<file path="src/rtl/simple_dma_if.sv">
// Shared request/grant/rvalid bus between a host (master) and a device (slave).
interface simple_dma_if #(
  parameter int unsigned AddressWidth = 32,
  parameter int unsigned DataWidth    = 32
);
  logic                    req;
  logic                    gnt;
  logic                    we;
  logic [DataWidth/8-1:0]  be;
  logic [AddressWidth-1:0] addr;
  logic [DataWidth-1:0]    wdata;
  logic                    rvalid;
  logic [DataWidth-1:0]    rdata;
  logic                    err;

  modport master (
    output req, we, be, addr, wdata,
    input  gnt, rvalid, rdata, err
  );

  modport slave (
    input  req, we, be, addr, wdata,
    output gnt, rvalid, rdata, err
  );
endinterface

</file>
<file path="src/rtl/simple_dma.sv">
// Single-channel word-copy DMA: config window (device) plus bus host port.
//
// state   | meaning
// IDLE    | no transfer in progress; START accepted here
// RD_REQ  | read request for cur_src on the bus, waiting for grant
// RD_WAIT | read granted, waiting for read response
// WR_REQ  | write request of the buffered word to cur_dst, waiting for grant
// WR_WAIT | write granted, waiting for write response
module simple_dma #(
  parameter int unsigned DataWidth    = 32,
  parameter int unsigned AddressWidth = 32,
  parameter int unsigned LenWidth     = 16
) (
  input  logic         clk_i,
  input  logic         rst_ni,
  simple_dma_if.slave  cfg,
  simple_dma_if.master host,
  output logic         irq_o
);

  typedef enum logic [2:0] {IDLE, RD_REQ, RD_WAIT, WR_REQ, WR_WAIT} state_e;

  localparam logic [9:0] OffSrc    = 10'h000;
  localparam logic [9:0] OffDst    = 10'h004;
  localparam logic [9:0] OffLen    = 10'h008;
  localparam logic [9:0] OffCtrl   = 10'h00C;
  localparam logic [9:0] OffStatus = 10'h010;

  state_e                  state_q, state_d;
  logic [AddressWidth-1:0] src_q, src_d, dst_q, dst_d;
  logic [AddressWidth-1:0] cur_src_q, cur_src_d, cur_dst_q, cur_dst_d;
  logic [LenWidth-1:0]     len_q, len_d, remain_q, remain_d;
  logic                    irq_en_q, irq_en_d, done_q, done_d, err_q, err_d;
  logic [DataWidth-1:0]    buf_q, buf_d;

  logic                    host_req_q, host_req_d, host_we_q, host_we_d;
  logic [DataWidth/8-1:0]  host_be_q, host_be_d;
  logic [AddressWidth-1:0] host_addr_q, host_addr_d;
  logic [DataWidth-1:0]    host_wdata_q, host_wdata_d;

  logic                    cfg_rvalid_q, cfg_rvalid_d, cfg_err_q, cfg_err_d;
  logic [DataWidth-1:0]    cfg_rdata_q, cfg_rdata_d;

  logic [9:0] offset;
  logic       busy, mapped, start, clear;
  logic       unused_addr;

  assign offset      = cfg.addr[9:0];
  assign unused_addr = ^cfg.addr[AddressWidth-1:10];
  assign busy        = (state_q != IDLE);
  assign mapped      = offset inside {OffSrc, OffDst, OffLen, OffCtrl, OffStatus};

  // Register-file writes, config responses, transfer FSM and next host request fields.
  always_comb begin
    state_d     = state_q;
    src_d       = src_q;
    dst_d       = dst_q;
    len_d       = len_q;
    irq_en_d    = irq_en_q;
    done_d      = done_q;
    err_d       = err_q;
    cur_src_d   = cur_src_q;
    cur_dst_d   = cur_dst_q;
    remain_d    = remain_q;
    buf_d       = buf_q;
    start       = 1'b0;
    clear       = 1'b0;
    cfg_rvalid_d = cfg.req;
    cfg_err_d    = cfg.req & ~mapped;
    cfg_rdata_d  = '0;

    if (cfg.req && cfg.we) begin
      case (offset)
        OffSrc: if (!busy) begin
          for (int b = 0; b < AddressWidth/8; b++)
            if (cfg.be[b]) src_d[8*b +: 8] = cfg.wdata[8*b +: 8];
          src_d[1:0] = 2'b00;
        end
        OffDst: if (!busy) begin
          for (int b = 0; b < AddressWidth/8; b++)
            if (cfg.be[b]) dst_d[8*b +: 8] = cfg.wdata[8*b +: 8];
          dst_d[1:0] = 2'b00;
        end
        OffLen: if (!busy) begin
          for (int b = 0; b < LenWidth/8; b++)
            if (cfg.be[b]) len_d[8*b +: 8] = cfg.wdata[8*b +: 8];
        end
        OffCtrl: if (cfg.be[0]) begin
          start    = cfg.wdata[0];
          irq_en_d = cfg.wdata[1];
          clear    = cfg.wdata[2];
        end
        default: ;
      endcase
    end

    if (cfg.req && !cfg.we) begin
      case (offset)
        OffSrc:    cfg_rdata_d = DataWidth'(src_q);
        OffDst:    cfg_rdata_d = DataWidth'(dst_q);
        OffLen:    cfg_rdata_d = DataWidth'(len_q);
        OffCtrl:   cfg_rdata_d = DataWidth'({irq_en_q, 1'b0});
        OffStatus: cfg_rdata_d = DataWidth'({err_q, done_q, busy});
        default:   cfg_rdata_d = '0;
      endcase
    end

    // Clear is applied before start so a combined write restarts from a clean status.
    if (clear) begin
      done_d = 1'b0;
      err_d  = 1'b0;
    end

    case (state_q)
      IDLE: if (start) begin
        done_d    = 1'b0;
        err_d     = 1'b0;
        cur_src_d = src_q;
        cur_dst_d = dst_q;
        remain_d  = len_q;
        if (len_q == '0) done_d = 1'b1;
        else             state_d = RD_REQ;
      end
      RD_REQ: if (host.gnt) state_d = RD_WAIT;
      RD_WAIT: if (host.rvalid) begin
        if (host.err) begin
          err_d   = 1'b1;
          state_d = IDLE;
        end else begin
          buf_d   = host.rdata;
          state_d = WR_REQ;
        end
      end
      WR_REQ: if (host.gnt) state_d = WR_WAIT;
      WR_WAIT: if (host.rvalid) begin
        if (host.err) begin
          err_d   = 1'b1;
          state_d = IDLE;
        end else begin
          cur_src_d = cur_src_q + AddressWidth'(4);
          cur_dst_d = cur_dst_q + AddressWidth'(4);
          remain_d  = remain_q - LenWidth'(1);
          if (remain_q == LenWidth'(1)) begin
            done_d  = 1'b1;
            state_d = IDLE;
          end else begin
            state_d = RD_REQ;
          end
        end
      end
      default: state_d = IDLE;
    endcase

    host_req_d   = (state_d == RD_REQ) || (state_d == WR_REQ);
    host_we_d    = (state_d == WR_REQ);
    host_be_d    = {(DataWidth/8){host_req_d}};
    host_addr_d  = '0;
    host_wdata_d = '0;
    if (state_d == RD_REQ) begin
      host_addr_d = cur_src_d;
    end else if (state_d == WR_REQ) begin
      host_addr_d  = cur_dst_d;
      host_wdata_d = buf_d;
    end
  end

  // State, register file and registered bus outputs; synchronous active-low reset.
  always_ff @(posedge clk_i) begin
    if (!rst_ni) begin
      state_q      <= IDLE;
      src_q        <= '0;
      dst_q        <= '0;
      len_q        <= '0;
      irq_en_q     <= 1'b0;
      done_q       <= 1'b0;
      err_q        <= 1'b0;
      cur_src_q    <= '0;
      cur_dst_q    <= '0;
      remain_q     <= '0;
      buf_q        <= '0;
      host_req_q   <= 1'b0;
      host_we_q    <= 1'b0;
      host_be_q    <= '0;
      host_addr_q  <= '0;
      host_wdata_q <= '0;
      cfg_rvalid_q <= 1'b0;
      cfg_err_q    <= 1'b0;
      cfg_rdata_q  <= '0;
    end else begin
      state_q      <= state_d;
      src_q        <= src_d;
      dst_q        <= dst_d;
      len_q        <= len_d;
      irq_en_q     <= irq_en_d;
      done_q       <= done_d;
      err_q        <= err_d;
      cur_src_q    <= cur_src_d;
      cur_dst_q    <= cur_dst_d;
      remain_q     <= remain_d;
      buf_q        <= buf_d;
      host_req_q   <= host_req_d;
      host_we_q    <= host_we_d;
      host_be_q    <= host_be_d;
      host_addr_q  <= host_addr_d;
      host_wdata_q <= host_wdata_d;
      cfg_rvalid_q <= cfg_rvalid_d;
      cfg_err_q    <= cfg_err_d;
      cfg_rdata_q  <= cfg_rdata_d;
    end
  end

  // The config window is always ready, so requests are granted immediately.
  assign cfg.gnt    = cfg.req;
  assign cfg.rvalid = cfg_rvalid_q;
  assign cfg.rdata  = cfg_rdata_q;
  assign cfg.err    = cfg_err_q;

  assign host.req   = host_req_q;
  assign host.we    = host_we_q;
  assign host.be    = host_be_q;
  assign host.addr  = host_addr_q;
  assign host.wdata = host_wdata_q;

  assign irq_o = irq_en_q & (done_q | err_q);

endmodule
</file>
<file path="src/flat_wrapper.sv">
// flat-port wrapper written by rule: the top's interface ports become plain ports
module simple_dma_flat 
#(
  parameter int unsigned DataWidth    = 32,
  parameter int unsigned AddressWidth = 32,
  parameter int unsigned LenWidth     = 16
)
  (clk_i, rst_ni, irq_o, cfg_req, cfg_we, cfg_be, cfg_addr, cfg_wdata, cfg_gnt, cfg_rvalid, cfg_rdata, cfg_err, host_req, host_we, host_be, host_addr, host_wdata, host_gnt, host_rvalid, host_rdata, host_err);
  simple_dma_if #(.AddressWidth(AddressWidth), .DataWidth(DataWidth)) cfg_i ();
  simple_dma_if #(.AddressWidth(AddressWidth), .DataWidth(DataWidth)) host_i ();
  input  logic clk_i;
  input  logic rst_ni;
  output logic irq_o;
  input wire logic [$bits(cfg_i.req)-1:0] cfg_req;
  input wire logic [$bits(cfg_i.we)-1:0] cfg_we;
  input wire logic [$bits(cfg_i.be)-1:0] cfg_be;
  input wire logic [$bits(cfg_i.addr)-1:0] cfg_addr;
  input wire logic [$bits(cfg_i.wdata)-1:0] cfg_wdata;
  output wire logic [$bits(cfg_i.gnt)-1:0] cfg_gnt;
  output wire logic [$bits(cfg_i.rvalid)-1:0] cfg_rvalid;
  output wire logic [$bits(cfg_i.rdata)-1:0] cfg_rdata;
  output wire logic [$bits(cfg_i.err)-1:0] cfg_err;
  output wire logic [$bits(host_i.req)-1:0] host_req;
  output wire logic [$bits(host_i.we)-1:0] host_we;
  output wire logic [$bits(host_i.be)-1:0] host_be;
  output wire logic [$bits(host_i.addr)-1:0] host_addr;
  output wire logic [$bits(host_i.wdata)-1:0] host_wdata;
  input wire logic [$bits(host_i.gnt)-1:0] host_gnt;
  input wire logic [$bits(host_i.rvalid)-1:0] host_rvalid;
  input wire logic [$bits(host_i.rdata)-1:0] host_rdata;
  input wire logic [$bits(host_i.err)-1:0] host_err;
  assign cfg_i.req = cfg_req;
  assign cfg_i.we = cfg_we;
  assign cfg_i.be = cfg_be;
  assign cfg_i.addr = cfg_addr;
  assign cfg_i.wdata = cfg_wdata;
  assign cfg_gnt = cfg_i.gnt;
  assign cfg_rvalid = cfg_i.rvalid;
  assign cfg_rdata = cfg_i.rdata;
  assign cfg_err = cfg_i.err;
  assign host_req = host_i.req;
  assign host_we = host_i.we;
  assign host_be = host_i.be;
  assign host_addr = host_i.addr;
  assign host_wdata = host_i.wdata;
  assign host_i.gnt = host_gnt;
  assign host_i.rvalid = host_rvalid;
  assign host_i.rdata = host_rdata;
  assign host_i.err = host_err;
  simple_dma #(.DataWidth(DataWidth), .AddressWidth(AddressWidth), .LenWidth(LenWidth)) u_core (.clk_i(clk_i), .rst_ni(rst_ni), .cfg(cfg_i), .host(host_i), .irq_o(irq_o));
endmodule
</file>
<file path="config.mk">
export PLATFORM = sky130hd
export DESIGN_NAME = simple_dma_flat
export DESIGN_NICKNAME = d
export VERILOG_FILES = /design/src/rtl/simple_dma_if.sv /design/src/rtl/simple_dma.sv /design/src/flat_wrapper.sv
export SDC_FILE = /design/constraint.sdc
export NUM_CORES = 1
export LEC_CHECK = 0
export CAP_MARGIN = 20
export CORE_UTILIZATION = 50
export CTS_BUF_LIST = sky130_fd_sc_hd__clkbuf_8
export CTS_CLUSTER_SIZE = 25
export DETAILED_ROUTE_END_ITERATION = 8
export GPL_TIMING_DRIVEN = 0
export PLACE_DENSITY = 0.79
export SKIP_LAST_GASP = 1
export SYNTH_ARGS = -nofsm -noshare
export SYNTH_HDL_FRONTEND = slang
export SYNTH_SLANG_ARGS = --single-unit
</file>
<file path="constraint.sdc">
create_clock -name clk_i -period 2.7 [get_ports clk_i]
set_input_delay 0.54 -clock clk_i [delete_from_list [all_inputs] [get_ports clk_i]]
set_output_delay 0.54 -clock clk_i [all_outputs]
set_load 0.01 [all_outputs]
</file>
==> flow_metrics.tcl <==
set metrics [dict create \
    critPathBufInv 2 \
    max_cap_violations 0 \
    drc 0 \
    ctsRootBufferMaster "clkbuf_8" \
    synth_cells 1509 \
    final.fill_count 2106 \
    totalNegativeSetupSlack_ns -0.358 \
    avgSynthCellArea_sq_um 8.59 \
    crit_fanout 4 \
    hold_path_class "reg -> reg" \
    grt_pass1_vias 12900 \
    finalSetupViolCount 11 \
    layout_min_cycle_time_ns 2.79 \
    arrival_ns 3.19 \
    place_area_sq_um 15300 \
    die-area_sq_um 26600 \
    cts_tree "yes" \
    rr_startpoint "u_core.state_q[2]$_SDFF_PN0_" \
    h-tree-depth 2 \
    crit_type "reg -> reg" \
    via_count 13600 \
    synth_enable_flop_cells 0 \
    multi_input_area_sq_um 6930 \
    drtPass1Iterations 6 \
    met3_usage 0.115 \
    antenna_cells 0 \
    vias_per_cell 6.33 \
    startpoint "u_core.state_q[2]$_SDFF_PN0_" \
    io_pins 213 \
    path_clk_slew_ns 0.07 \
    finalInstanceArea_sq_um 17300 \
    critPathCaptureType "flop" \
    cp_cell_sequence "buf_6 -> or3b_4 -> or4_4 -> buf_6 -> or4_4 -> and3_4 -> a211oi_4 -> o32ai_4" \
    ys_warn_count 0 \
    worst_pin_slew_ns 1.09 \
    globalRouteMet1Util 0.505 \
    setup_ws_ns -0.0868 \
    status "complete, but fails checks" \
    initial_core_util 0.512 \
    cts_num_sinks 294 \
    cp_data_required_time_ns 3.11 \
    die_w_um 163 \
    power.total_mw 8.98 \
    cpPeakStageDelay_ns 0.52 \
    violations "negative setup slack" \
    rows 58 \
    cp_slowest_cell "or4_4" \
    met2_usage 0.604 \
    synth_fp_nets 1620 \
    hold_viol 0 \
    numPortBuffers 188 \
    cts-buffers-inserted 49 \
    path_delay_family "simple AND/OR/NAND/NOR gates" \
    wirelength_um 52900 \
    core_area_sq_um 25300 \
    grtUsageTotal 0.392 \
    clk_latency_ns 0.60 \
    final_nets 1892 \
    areaGrowthSynthToFinish_pct 33.2 \
    grt_pass1_wl_um 77900 \
    post_drt_wl_per_cell_um 24.6 \
    drive_gt1_frac 0.146 \
    grt_max_degree 17 \
    antenna_found_initial 0 \
    post-dp-hpwl_um 38100 \
    hold_start "u_core.cur_dst_q[0]$_SDFF_PN0_" \
    busiest_layer "met2" \
    ys_seq_area_frac 0.454 \
    ys_async_sr_fraction 0 \
    seq_area_sq_um 5890 \
    period_share 1.03 \
    clock_skew_ns 0.0366 \
    gr-total-overflow 0 \
    p_leak_nw 6.58 \
    ys_ff_latch 294 \
    p_per_area_nw_per_um2 521 \
    die_h_um 163 \
    whs_ns 0.458 \
    synth-main-ff-cell "dfxtp_1" \
    syn_area_sq_um 13000 \
    fmax_mhz 359 \
    slew_violations 0 \
    netlist-cell-type-count 78 \
    ir_drop_mv 0.520 \
    pre_cts_slack_ns -1.85 \
    clockBufferDepth 3 \
    gp_congestion 1.02 \
    slew-limit-headroom 0.271 \
    rsz0062_at_grt "yes" \
    initialDrtViolationCount 1627 \
    start_kind "flop" \
    antenna_left 0 \
]
power by group:
part | leakage [nW] | internal, mW | switching (mW)
logic | 3.62 | 0.144 | 0.199
clock network | 0.595 | 2.38 | 1.92
registers | 2.37 | 4.34 | 0.000595
kinds of logic after synthesis:
logic type | count (synthesis) | share of synthesized area
adders and majority gates | 4 | 0.00386
and+or+nand+nor | 650 | 0.245
muxes | 125 | 0.0970
DFF | 294 | 0.454
buffers and inverters | 136 | 0.0435
xor gates and xnor gates | 8 | 0.00541
AOI/OAI and AO/OA | 292 | 0.151
metal layers:
layer  vias to the layer above  wire length [um]
li1                       6004                 -
met1                      6504             20400
met2                       924             22900
met3                       169              7070
met4                         0              2450
met5                         -                 0
sequential cells by signal, indices dropped and copies added (netlist names):
register           cells
u_core.err_q           1
u_core.state_q         3
u_core.host.req        1
u_core.cur_src_q      32
u_core.done_q          1
u_core.len_q          16
u_core.cfg.rdata      32
u_core.cfg.rvalid      1
u_core.cur_dst_q      32
u_core.src_q          30
u_core.host.we         1
u_core.dst_q          30
u_core.irq_en_q        1
u_core.buf_q          32
u_core.cfg.err         1
u_core.host.wdata     32
u_core.remain_q       16
u_core.host.addr      32
cells in the mapped netlist (6+ instances only):
cell type / n / share of area
dfxtp_1: 294 / 0.45
nor2_1: 232 / 0.067
mux2i_1: 121 / 0.093
nand2_1: 104 / 0.030
a21oi_1: 82 / 0.032
clkbuf_1: 81 / 0.023
nor3_1: 79 / 0.031
nand3_1: 52 / 0.020
o21ai_0: 47 / 0.018
and3_1: 33 / 0.016
nand4_1: 32 / 0.015
nor4_1: 30 / 0.014
a22oi_1: 28 / 0.016
inv_1: 21 / 0.0061
buf_2: 15 / 0.0058
or4_1: 15 / 0.0087
or3_1: 13 / 0.0063
a31oi_1: 12 / 0.0058
o31ai_1: 12 / 0.0070
o211ai_1: 11 / 0.0064
o22ai_1: 11 / 0.0053
and2_1: 10 / 0.0048
buf_4: 9 / 0.0052
nand2b_1: 9 / 0.0043
a211oi_1: 8 / 0.0046
buf_1: 8 / 0.0023
o221ai_1: 8 / 0.0054
o21ai_1: 7 / 0.0027
nor2b_1: 6 / 0.0029
o211a_1: 6 / 0.0046
or2_2: 6 / 0.0029
cells in the final DEF, fill, tap and decap left out, types with 13 or more instances in the layout:
cell type / n
mux2i_1: 121
nor2_1: 227
nand3_1: 49
clkbuf_8: 65
clkbuf_2: 24
nor3_1: 67
dfxtp_1: 292
and3_1: 32
nand4_1: 32
clkbuf_1: 47
inv_1: 28
nand2_1: 102
a22oi_1: 27
clkdlybuf4s50_1: 187
o21ai_0: 44
buf_4: 37
nor4_1: 27
a21oi_1: 79
or3_1: 13
cell type report:
type / instances / area share
Multi-Input combinational cell: 1079 / 0.402
Sequential cell: 294 / 0.341
Timing Repair Buffer: 227 / 0.130
Clock buffer: 62 / 0.0495
Buffer: 107 / 0.0355
Tap cell: 330 / 0.0239
Clock inverter: 26 / 0.0126
Inverter: 23 / 0.00544
worst min-delay path: stages, from the launching register on:
cell	delay, ns
dfxtp_1	0.31
nand2_1	0.05
a21oi_1	0.05
path summary, 6_finish.rpt:
kind,end,slack [ns],cells after the start
worst max-delay path,u_core.host.addr[25]$_SDFF_PN0_,-0.09,8
worst min-delay path,u_core.host.addr[0]$_SDFF_PN0_,0.46,2
worst max register to register,u_core.host.addr[25]$_SDFF_PN0_,-0.09,8
worst min register to register,u_core.host.addr[0]$_SDFF_PN0_,0.46,2
timing repair:
action	4_1_cts	5_1_grt
hold buffers	0	0
pin swaps	10	20
endpoints found under the hold margin	0	0
cloned	1	1
setup endpoints to repair	224	165
resized for setup	89	71
buffers inserted	16	19
per-stage QoR:
| stage | instances | util |
|---|---|---|
| after floorplan | 1509 | - |
| after global placement | 2027 | 0.604 |
| after detailed placement | 2029 | 0.605 |
| after CTS | 2133 | 0.665 |
| after global routing | 2148 | 0.681 |
| final | 2148 | 0.681 |
Note: power is estimated with default switching activity, not from simulation.
